<file path="config.mk">
export PLATFORM = sky130hd
export DESIGN_NAME = fnd_scan_controller_flat
export DESIGN_NICKNAME = d
export VERILOG_FILES = /design/src/rtl/fnd_pkg.sv /design/src/rtl/fnd_scan_controller_if.sv /design/src/rtl/fnd_tick_gen.sv /design/src/rtl/fnd_scan_controller.sv /design/src/flat_wrapper.sv
export SDC_FILE = /design/constraint.sdc
export NUM_CORES = 1
export LEC_CHECK = 0
export ABC_AREA = 1
export CORE_AREA = 2 2 102 104
export CTS_CLUSTER_DIAMETER = 60
export DETAILED_ROUTE_END_ITERATION = 8
export DIE_AREA = 0 0 104 106
export GPL_TIMING_DRIVEN = 1
export HOLD_SLACK_MARGIN = 0.06
export MAX_ROUTING_LAYER = met4
export PLACE_DENSITY = 0.76
export SLEW_MARGIN = 20
export SYNTH_ARGS = -nofsm -noshare
export SYNTH_HDL_FRONTEND = slang
export SYNTH_SLANG_ARGS = --single-unit
export TNS_END_PERCENT = 5
</file>
<file path="constraint.sdc">
create_clock -name clk -period 7.4 [get_ports clk]
set_input_delay 1.85 -clock clk [delete_from_list [all_inputs] [get_ports clk]]
set_output_delay 1.85 -clock clk [all_outputs]
set_load 0.02 [all_outputs]
</file>
<file path="src/rtl/fnd_pkg.sv">
// Shared definitions for the multiplexed 7-segment scan controller:
// segment font lookup, blank pattern and divider computations.
package fnd_pkg;

    localparam logic [7:0] SEG_BLANK = 8'hFF;

    // Active-low g..a segments for a BCD nibble; non-decimal codes stay dark.
    function automatic logic [6:0] seg_lut(input logic [3:0] nib);
        logic [6:0] seg;
        case (nib)
            4'h0:    seg = 7'h40;
            4'h1:    seg = 7'h79;
            4'h2:    seg = 7'h24;
            4'h3:    seg = 7'h30;
            4'h4:    seg = 7'h19;
            4'h5:    seg = 7'h12;
            4'h6:    seg = 7'h02;
            4'h7:    seg = 7'h78;
            4'h8:    seg = 7'h00;
            4'h9:    seg = 7'h10;
            default: seg = 7'h7F;
        endcase
        return seg;
    endfunction

    // Clocks per PWM sub-tick; sixteen sub-ticks make one digit slot.
    function automatic int calc_sub_div(input int clk_hz, input int scan_hz);
        return clk_hz / (scan_hz * 16);
    endfunction

    // Clocks per blink phase toggle.
    function automatic int calc_blink_div(input int clk_hz, input int blink_hz);
        return clk_hz / (2 * blink_hz);
    endfunction

endpackage

</file>
<file path="src/rtl/fnd_scan_controller_if.sv">
// Display data and FND pin bundle between the formatting logic (master)
// and the scan controller (slave).
interface fnd_scan_controller_if #(
    parameter int NUM_DIGITS = 4
);
    logic [4*NUM_DIGITS-1:0] digits;
    logic [NUM_DIGITS-1:0]   dp_mask;
    logic [NUM_DIGITS-1:0]   blink_mask;
    logic                    lz_en;
    logic [3:0]              brightness;
    logic                    load;
    logic [7:0]              fnd_font;
    logic [NUM_DIGITS-1:0]   fnd_comm;
    logic                    frame_done;

    modport master (
        output digits, dp_mask, blink_mask, lz_en, brightness, load,
        input  fnd_font, fnd_comm, frame_done
    );

    modport slave (
        input  digits, dp_mask, blink_mask, lz_en, brightness, load,
        output fnd_font, fnd_comm, frame_done
    );
endinterface

</file>
<file path="src/rtl/fnd_tick_gen.sv">
// Down-counting divider that emits a one-clock enable every DIV clocks.
module fnd_tick_gen #(
    parameter int DIV = 10
) (
    input  logic clk,
    input  logic reset,
    output logic tick
);
    localparam int CW = (DIV > 1) ? $clog2(DIV) : 1;
    localparam logic [CW-1:0] RELOAD = CW'(DIV - 1);

    logic [CW-1:0] cnt;

    // Count down to zero, reload on terminal count.
    always_ff @(posedge clk or posedge reset) begin
        if (reset)
            cnt <= RELOAD;
        else if (cnt == '0)
            cnt <= RELOAD;
        else
            cnt <= cnt - CW'(1);
    end

    assign tick = (cnt == '0);
endmodule

</file>
<file path="src/rtl/fnd_scan_controller.sv">
// N-digit multiplexed 7-segment scan controller with double-buffered
// display data, leading-zero suppression, blink and 16-level PWM.
module fnd_scan_controller
    import fnd_pkg::*;
#(
    parameter int CLK_HZ     = 100_000_000,
    parameter int SCAN_HZ    = 1_000,
    parameter int NUM_DIGITS = 4,
    parameter int BLINK_HZ   = 2
) (
    input logic                   clk,
    input logic                   reset,
    fnd_scan_controller_if.slave  bus
);
    localparam int SUB_DIV   = calc_sub_div(CLK_HZ, SCAN_HZ);
    localparam int BLINK_DIV = calc_blink_div(CLK_HZ, BLINK_HZ);
    localparam int IDX_W     = $clog2(NUM_DIGITS);
    localparam logic [IDX_W-1:0] LAST_IDX = IDX_W'(NUM_DIGITS - 1);

    if (SUB_DIV < 1) begin : g_bad_sub_div
        $error("fnd_scan_controller: SUB_DIV must be at least 1");
    end
    if (BLINK_DIV < 1) begin : g_bad_blink_div
        $error("fnd_scan_controller: BLINK_DIV must be at least 1");
    end
    if (NUM_DIGITS < 2 || NUM_DIGITS > 8) begin : g_bad_num_digits
        $error("fnd_scan_controller: NUM_DIGITS must be 2..8");
    end

    logic                    sub_tick;
    logic                    blink_tick;
    logic [3:0]              pwm_cnt;
    logic [IDX_W-1:0]        idx;
    logic                    blink_phase;
    logic                    wrap;

    logic [4*NUM_DIGITS-1:0] pend_digits, act_digits;
    logic [NUM_DIGITS-1:0]   pend_dp, act_dp;
    logic [NUM_DIGITS-1:0]   pend_blink, act_blink;
    logic                    pend_lz, act_lz;
    logic                    pend_valid, act_valid;

    logic [3:0]              cur_nib;
    logic                    cur_dp;
    logic                    cur_blink;
    logic                    upper_zero;
    logic                    slot_on;
    logic                    blank;
    logic [7:0]              font_nxt, font_q;
    logic [NUM_DIGITS-1:0]   comm_nxt, comm_q;
    logic                    frame_done_q;

    fnd_tick_gen #(.DIV(SUB_DIV)) u_sub_tick (
        .clk   (clk),
        .reset (reset),
        .tick  (sub_tick)
    );

    fnd_tick_gen #(.DIV(BLINK_DIV)) u_blink_tick (
        .clk   (clk),
        .reset (reset),
        .tick  (blink_tick)
    );

    assign wrap = sub_tick && (pwm_cnt == 4'hF) && (idx == LAST_IDX);

    // Sub-tick position within the slot and the digit being scanned.
    always_ff @(posedge clk or posedge reset) begin
        if (reset) begin
            pwm_cnt <= 4'h0;
            idx     <= '0;
        end else if (sub_tick) begin
            pwm_cnt <= pwm_cnt + 4'h1;
            if (pwm_cnt == 4'hF)
                idx <= (idx == LAST_IDX) ? '0 : idx + IDX_W'(1);
        end
    end

    // Free-running blink phase, independent of the scan position.
    always_ff @(posedge clk or posedge reset) begin
        if (reset)
            blink_phase <= 1'b0;
        else if (blink_tick)
            blink_phase <= ~blink_phase;
    end

    // Pending/active double buffer; commit only at the frame wrap so a
    // frame never mixes old and new data. A load on the wrap clock stays pending.
    always_ff @(posedge clk or posedge reset) begin
        if (reset) begin
            pend_digits <= '0;
            pend_dp     <= '0;
            pend_blink  <= '0;
            pend_lz     <= 1'b0;
            pend_valid  <= 1'b0;
            act_digits  <= '0;
            act_dp      <= '0;
            act_blink   <= '0;
            act_lz      <= 1'b0;
            act_valid   <= 1'b0;
        end else begin
            if (wrap && pend_valid) begin
                act_digits <= pend_digits;
                act_dp     <= pend_dp;
                act_blink  <= pend_blink;
                act_lz     <= pend_lz;
                act_valid  <= 1'b1;
            end
            if (bus.load) begin
                pend_digits <= bus.digits;
                pend_dp     <= bus.dp_mask;
                pend_blink  <= bus.blink_mask;
                pend_lz     <= bus.lz_en;
                pend_valid  <= 1'b1;
            end else if (wrap) begin
                pend_valid  <= 1'b0;
            end
        end
    end

    // Decode the current digit into next pin values; dark until a frame has been committed.
    always_comb begin
        cur_nib    = 4'h0;
        cur_dp     = 1'b0;
        cur_blink  = 1'b0;
        upper_zero = 1'b1;
        for (int i = 0; i < NUM_DIGITS; i++) begin
            if (IDX_W'(i) == idx) begin
                cur_nib   = act_digits[i*4 +: 4];
                cur_dp    = act_dp[i];
                cur_blink = act_blink[i];
            end
            if (IDX_W'(i) >= idx && act_digits[i*4 +: 4] != 4'h0)
                upper_zero = 1'b0;
        end

        slot_on  = (pwm_cnt <= bus.brightness) && (pwm_cnt != 4'hF);
        blank    = (act_lz && (idx != '0) && upper_zero) || (cur_blink && blink_phase);
        font_nxt = SEG_BLANK;
        comm_nxt = '1;
        if (act_valid && slot_on) begin
            comm_nxt = ~(NUM_DIGITS'(1) << idx);
            if (!blank)
                font_nxt = {~cur_dp, seg_lut(cur_nib)};
        end
    end

    // Register the pins so slot changes never glitch.
    always_ff @(posedge clk or posedge reset) begin
        if (reset) begin
            font_q       <= SEG_BLANK;
            comm_q       <= '1;
            frame_done_q <= 1'b0;
        end else begin
            font_q       <= font_nxt;
            comm_q       <= comm_nxt;
            frame_done_q <= wrap;
        end
    end

    assign bus.fnd_font   = font_q;
    assign bus.fnd_comm   = comm_q;
    assign bus.frame_done = frame_done_q;
endmodule

</file>
<file path="src/flat_wrapper.sv">
// flat-port wrapper written by rule: the top's interface ports become plain ports
module fnd_scan_controller_flat import fnd_pkg::*;
#(
    parameter int CLK_HZ     = 100_000_000,
    parameter int SCAN_HZ    = 1_000,
    parameter int NUM_DIGITS = 4,
    parameter int BLINK_HZ   = 2
)
  (clk, reset, bus_digits, bus_dp_mask, bus_blink_mask, bus_lz_en, bus_brightness, bus_load, bus_fnd_font, bus_fnd_comm, bus_frame_done);
  fnd_scan_controller_if #(.NUM_DIGITS(NUM_DIGITS)) bus_i ();
  input logic clk;
  input logic reset;
  input wire logic [$bits(bus_i.digits)-1:0] bus_digits;
  input wire logic [$bits(bus_i.dp_mask)-1:0] bus_dp_mask;
  input wire logic [$bits(bus_i.blink_mask)-1:0] bus_blink_mask;
  input wire logic [$bits(bus_i.lz_en)-1:0] bus_lz_en;
  input wire logic [$bits(bus_i.brightness)-1:0] bus_brightness;
  input wire logic [$bits(bus_i.load)-1:0] bus_load;
  output wire logic [$bits(bus_i.fnd_font)-1:0] bus_fnd_font;
  output wire logic [$bits(bus_i.fnd_comm)-1:0] bus_fnd_comm;
  output wire logic [$bits(bus_i.frame_done)-1:0] bus_frame_done;
  assign bus_i.digits = bus_digits;
  assign bus_i.dp_mask = bus_dp_mask;
  assign bus_i.blink_mask = bus_blink_mask;
  assign bus_i.lz_en = bus_lz_en;
  assign bus_i.brightness = bus_brightness;
  assign bus_i.load = bus_load;
  assign bus_fnd_font = bus_i.fnd_font;
  assign bus_fnd_comm = bus_i.fnd_comm;
  assign bus_frame_done = bus_i.frame_done;
  fnd_scan_controller #(.CLK_HZ(CLK_HZ), .SCAN_HZ(SCAN_HZ), .NUM_DIGITS(NUM_DIGITS), .BLINK_HZ(BLINK_HZ)) u_core (.clk(clk), .reset(reset), .bus(bus_i));
endmodule
</file>
==> results.txt <==
Status - complete, no violations
Placed Instance Area - 0.00597 mm²
Slew @ Worst Pin - 0.828 ns
Sw Pwr - 0.248 mW
Slowest CP cell - clkdlybuf4s50_1
Grt total ovfl - 0
Crit path buf inv count - 1
Die width - 104 µm
Starting Density - 54.5%
Synthesized area - 0.00545 mm²
Pin count of the biggest net entering global routing - 70
Cell count along the critical path - 1
Max IR drop VDD - 0.0000840 V
Max frequency - 297 MHz
Comb pwr share - 5.2%
Yosys reg bits - 110
Worst skew pair latency - 0.38 ns
GRT Util Overall - 19.4%
PwrDens - 165 mW/mm²
Detailed-route DRC error count - 0
# diodes - 0
P_leak - 3.01 nW
Endpoints failing setup - 0
Sequential share of the synthesized area - 51.3%
Critical R2R Launch - u_core.pwm_cnt[1]
DRT iter0 DRCs - 96
Total negative slack - 0 ns
Postcts setup bufs - 0
CP peak stage delay - 0.60 ns
Required time worst endpoint - 5.55 ns
Worst hold slack - 0.462 ns
Reg2reg path depth - 6
Multi-input combinational cell area - 0.00224 mm²
Clock transition at path regs - 0.12 ns
Crit path from - u_core.bus.fnd_comm[3]
Vias - 3,935
Number of global-route vias before repair - 3,814
CP startpoint kind - flip-flop
Final ANT Viol Nets - 0
Synthesis Warnings - 0
Hold Path Origin - u_core.u_sub_tick.cnt[0]
CP top delay family - buffers and inverters
Buffers on Ports - 44
Post-Layout Cell Count - 801
Max-capacitance violation count - 0
Maximum fanout along the worst path - 1
Worst setup EP type - output pin
Crit path time final - 3.37 ns
Net Sw Frac - 24.5%
Seq pwr share - 61.2%
Final Skew - 0.0216 ns
Ports - 45
P_int - 0.765 mW
Standard-cell rows - 37
Synth area leader - dfrtp_1
Cells after Synth - 617
Reg area - 0.00280 mm²
# clock sinks - 110
DP Cell Count - 785
Dpl ws - 3.51 ns
CTS Buf Count - 9
Post-cts resize count - 0
Syn_nets - 663
Final non-filler cell area - 0.00615 mm²
Syn Area/Cell - 8.83 µm²
Share of cells above drive strength 1 - 19.4%
Root Buffer - clkbuf_8
Antenna violations before repair - 0
Worst Path Arrival - 1.52 ns
Avg Vias per Cell - 4.91
Nets - 706
Core Footprint - 0.0100 mm²
Critical path class - reg -> out
CTS tree - done
Area Overhead vs Synth - 12.9%
Clk pwr share - 33.7%
Total Power - 1.01 mW
RSZ-0062 raised after global routing - no
Final WL - 9.70 mm
Final Hold Vio Count - 0
CP cell instances - clkdlybuf4s50_1
Area share of the largest cell type after synthesis - 34.4%
Post-DP HPWL - 7.12 mm
Fin crit share - 45.5%
Normalized max-slew margin - 44.8%
Clock tree buffer depth - 2
Synth top area cells - dfrtp_1 34%, dfstp_2 17%, nand2_1 11%, inv_1 5.2%, o21ai_2 4.0%
Post-route setup slack - 4.03 ns
Drt pass-1 iters - 4
Count of pins over their slew limit - 0
Unique cell type count in the Yosys netlist - 38
Worst hold stages - 1
H-tree depth - 3
Post-DR wirelength/cell - 12.1 µm
Final Util - 61.5%
Routability congestion estimate - 0.920
HP Class - reg -> reg
Die height - 106 µm
Fillers - 903
Die Footprint - 0.0110 mm²
Number of hold buffers added after CTS - 0
Global-route wire length before repair - 17.0 mm
==> power by group through the flow <==
stage          clock, mW  sequential, mW  combinational (mW)
6_report           0.341           0.620              0.0526
5_1_grt            0.374           0.621              0.0616
4_1_cts            0.350           0.620              0.0550
3_5_place_dp           0           0.630              0.0548
3_3_place_gp           0           0.630              0.0522
2_1_floorplan          0           0.629              0.0299
==> metal layers <==
metal / routed length [µm] / GRT usage, % / vias up / part of all wire, %
met5: 0 / - / - / 0
met4: 111 / 6.66 / 0 / 1.1
met3: 342 / 3.86 / 13 / 3.5
met2: 4670 / 31.8 / 67 / 48
met1: 4570 / 24.2 / 1832 / 47
li1: - / - / 2023 / -
==> Yosys cell counts <==
cell and count:
nor3b_1 1, nor3_1 4, o21ai_0 26, dfrtp_1 75, nor2_4 4, or2_2 2
nand3_1 40, nand4_4 2, inv_1 76, inv_2 9, dfstp_2 35, buf_1 1
nand2_1 156, a31oi_1 1, buf_6 6, nor2_2 4, xor2_1 15, a21oi_1 15
ha_1 14, nand2_2 24, nand4_1 7, or2_1 1, nor4_1 1, xnor2_1 4
nor3_4 1, o21ai_1 3, o21ai_2 25, nor3_2 1, o211ai_1 1, nand3b_1 1
clkbuf_1 5, o21bai_1 1, nor2_1 50, or2_0 1, nand3_4 2, buf_2 1
a21oi_4 1, nand4_2 1
==> layout by cell type, fill, tap and decap left out, types with 2 or more instances in the layout <==
cell / netlist / layout
nand2_1: 156 / 156
inv_1: 76 / 75
dfrtp_1: 75 / 75
nor2_1: 50 / 50
clkdlybuf4s50_1: 0 / 43
nand3_1: 40 / 40
dfstp_2: 35 / 35
o21ai_0: 26 / 26
o21ai_2: 25 / 25
nand2_2: 24 / 24
a21oi_1: 15 / 15
xor2_1: 15 / 15
ha_1: 14 / 14
inv_2: 9 / 9
clkbuf_8: 0 / 9
nand4_1: 7 / 7
nor2_4: 4 / 4
nor2_2: 4 / 4
nor3_1: 4 / 4
xnor2_1: 4 / 4
o21ai_1: 3 / 3
clkinv_4: 0 / 3
nand3_4: 2 / 2
nand4_4: 2 / 2
or2_2: 2 / 2
inv_6: 0 / 2
==> registers in the layout, summed over array words and instances, names as in the netlist, 2 cells and up <==
register                 cells
u_core.act_digits           16
u_core.u_sub_tick.cnt       13
u_core.pend_digits          16
u_core.pend_blink            4
u_core.act_blink             4
u_core.u_blink_tick.cnt     25
u_core.bus.fnd_font          8
u_core.pend_dp               4
u_core.bus.fnd_comm          4
u_core.act_dp                4
u_core.idx                   2
u_core.pwm_cnt               4
==> worst paths after layout <==
path,end,slack [ns]
worst min-delay path,u_core.u_sub_tick.cnt[0],0.46
worst max register to register,u_core.act_lz,5.02
worst max-delay path,bus_fnd_comm[3],4.03
min in group asynchronous,u_core.act_digits[5],1.86
max in group asynchronous,u_core.act_digits[1],4.34
worst min register to register,u_core.u_sub_tick.cnt[0],0.46
==> kinds of logic (layout without fill, tap and decap cells) <==
logic type	count (synthesis)	after routing	share of synthesized area [%]
simple gates	303	303	26.1
compound gates	73	73	8.75
flops	110	110	51.3
fa+ha+maj	14	14	3.21
buf+inv	98	146	7.60
xor+xnor	19	19	3.05
==> final cells by class <==
cell class	instances	share of cell area, %
Clock buffer	10	2.07
Clock inverter	6	0.895
Inverter	85	5.23
Multi-Input combinational cell	409	36.4
Sequential cell	110	45.5
Tap cell	136	2.77
Timing Repair Buffer	45	7.20
No activity file was read; power rests on OpenSTA's default activity.
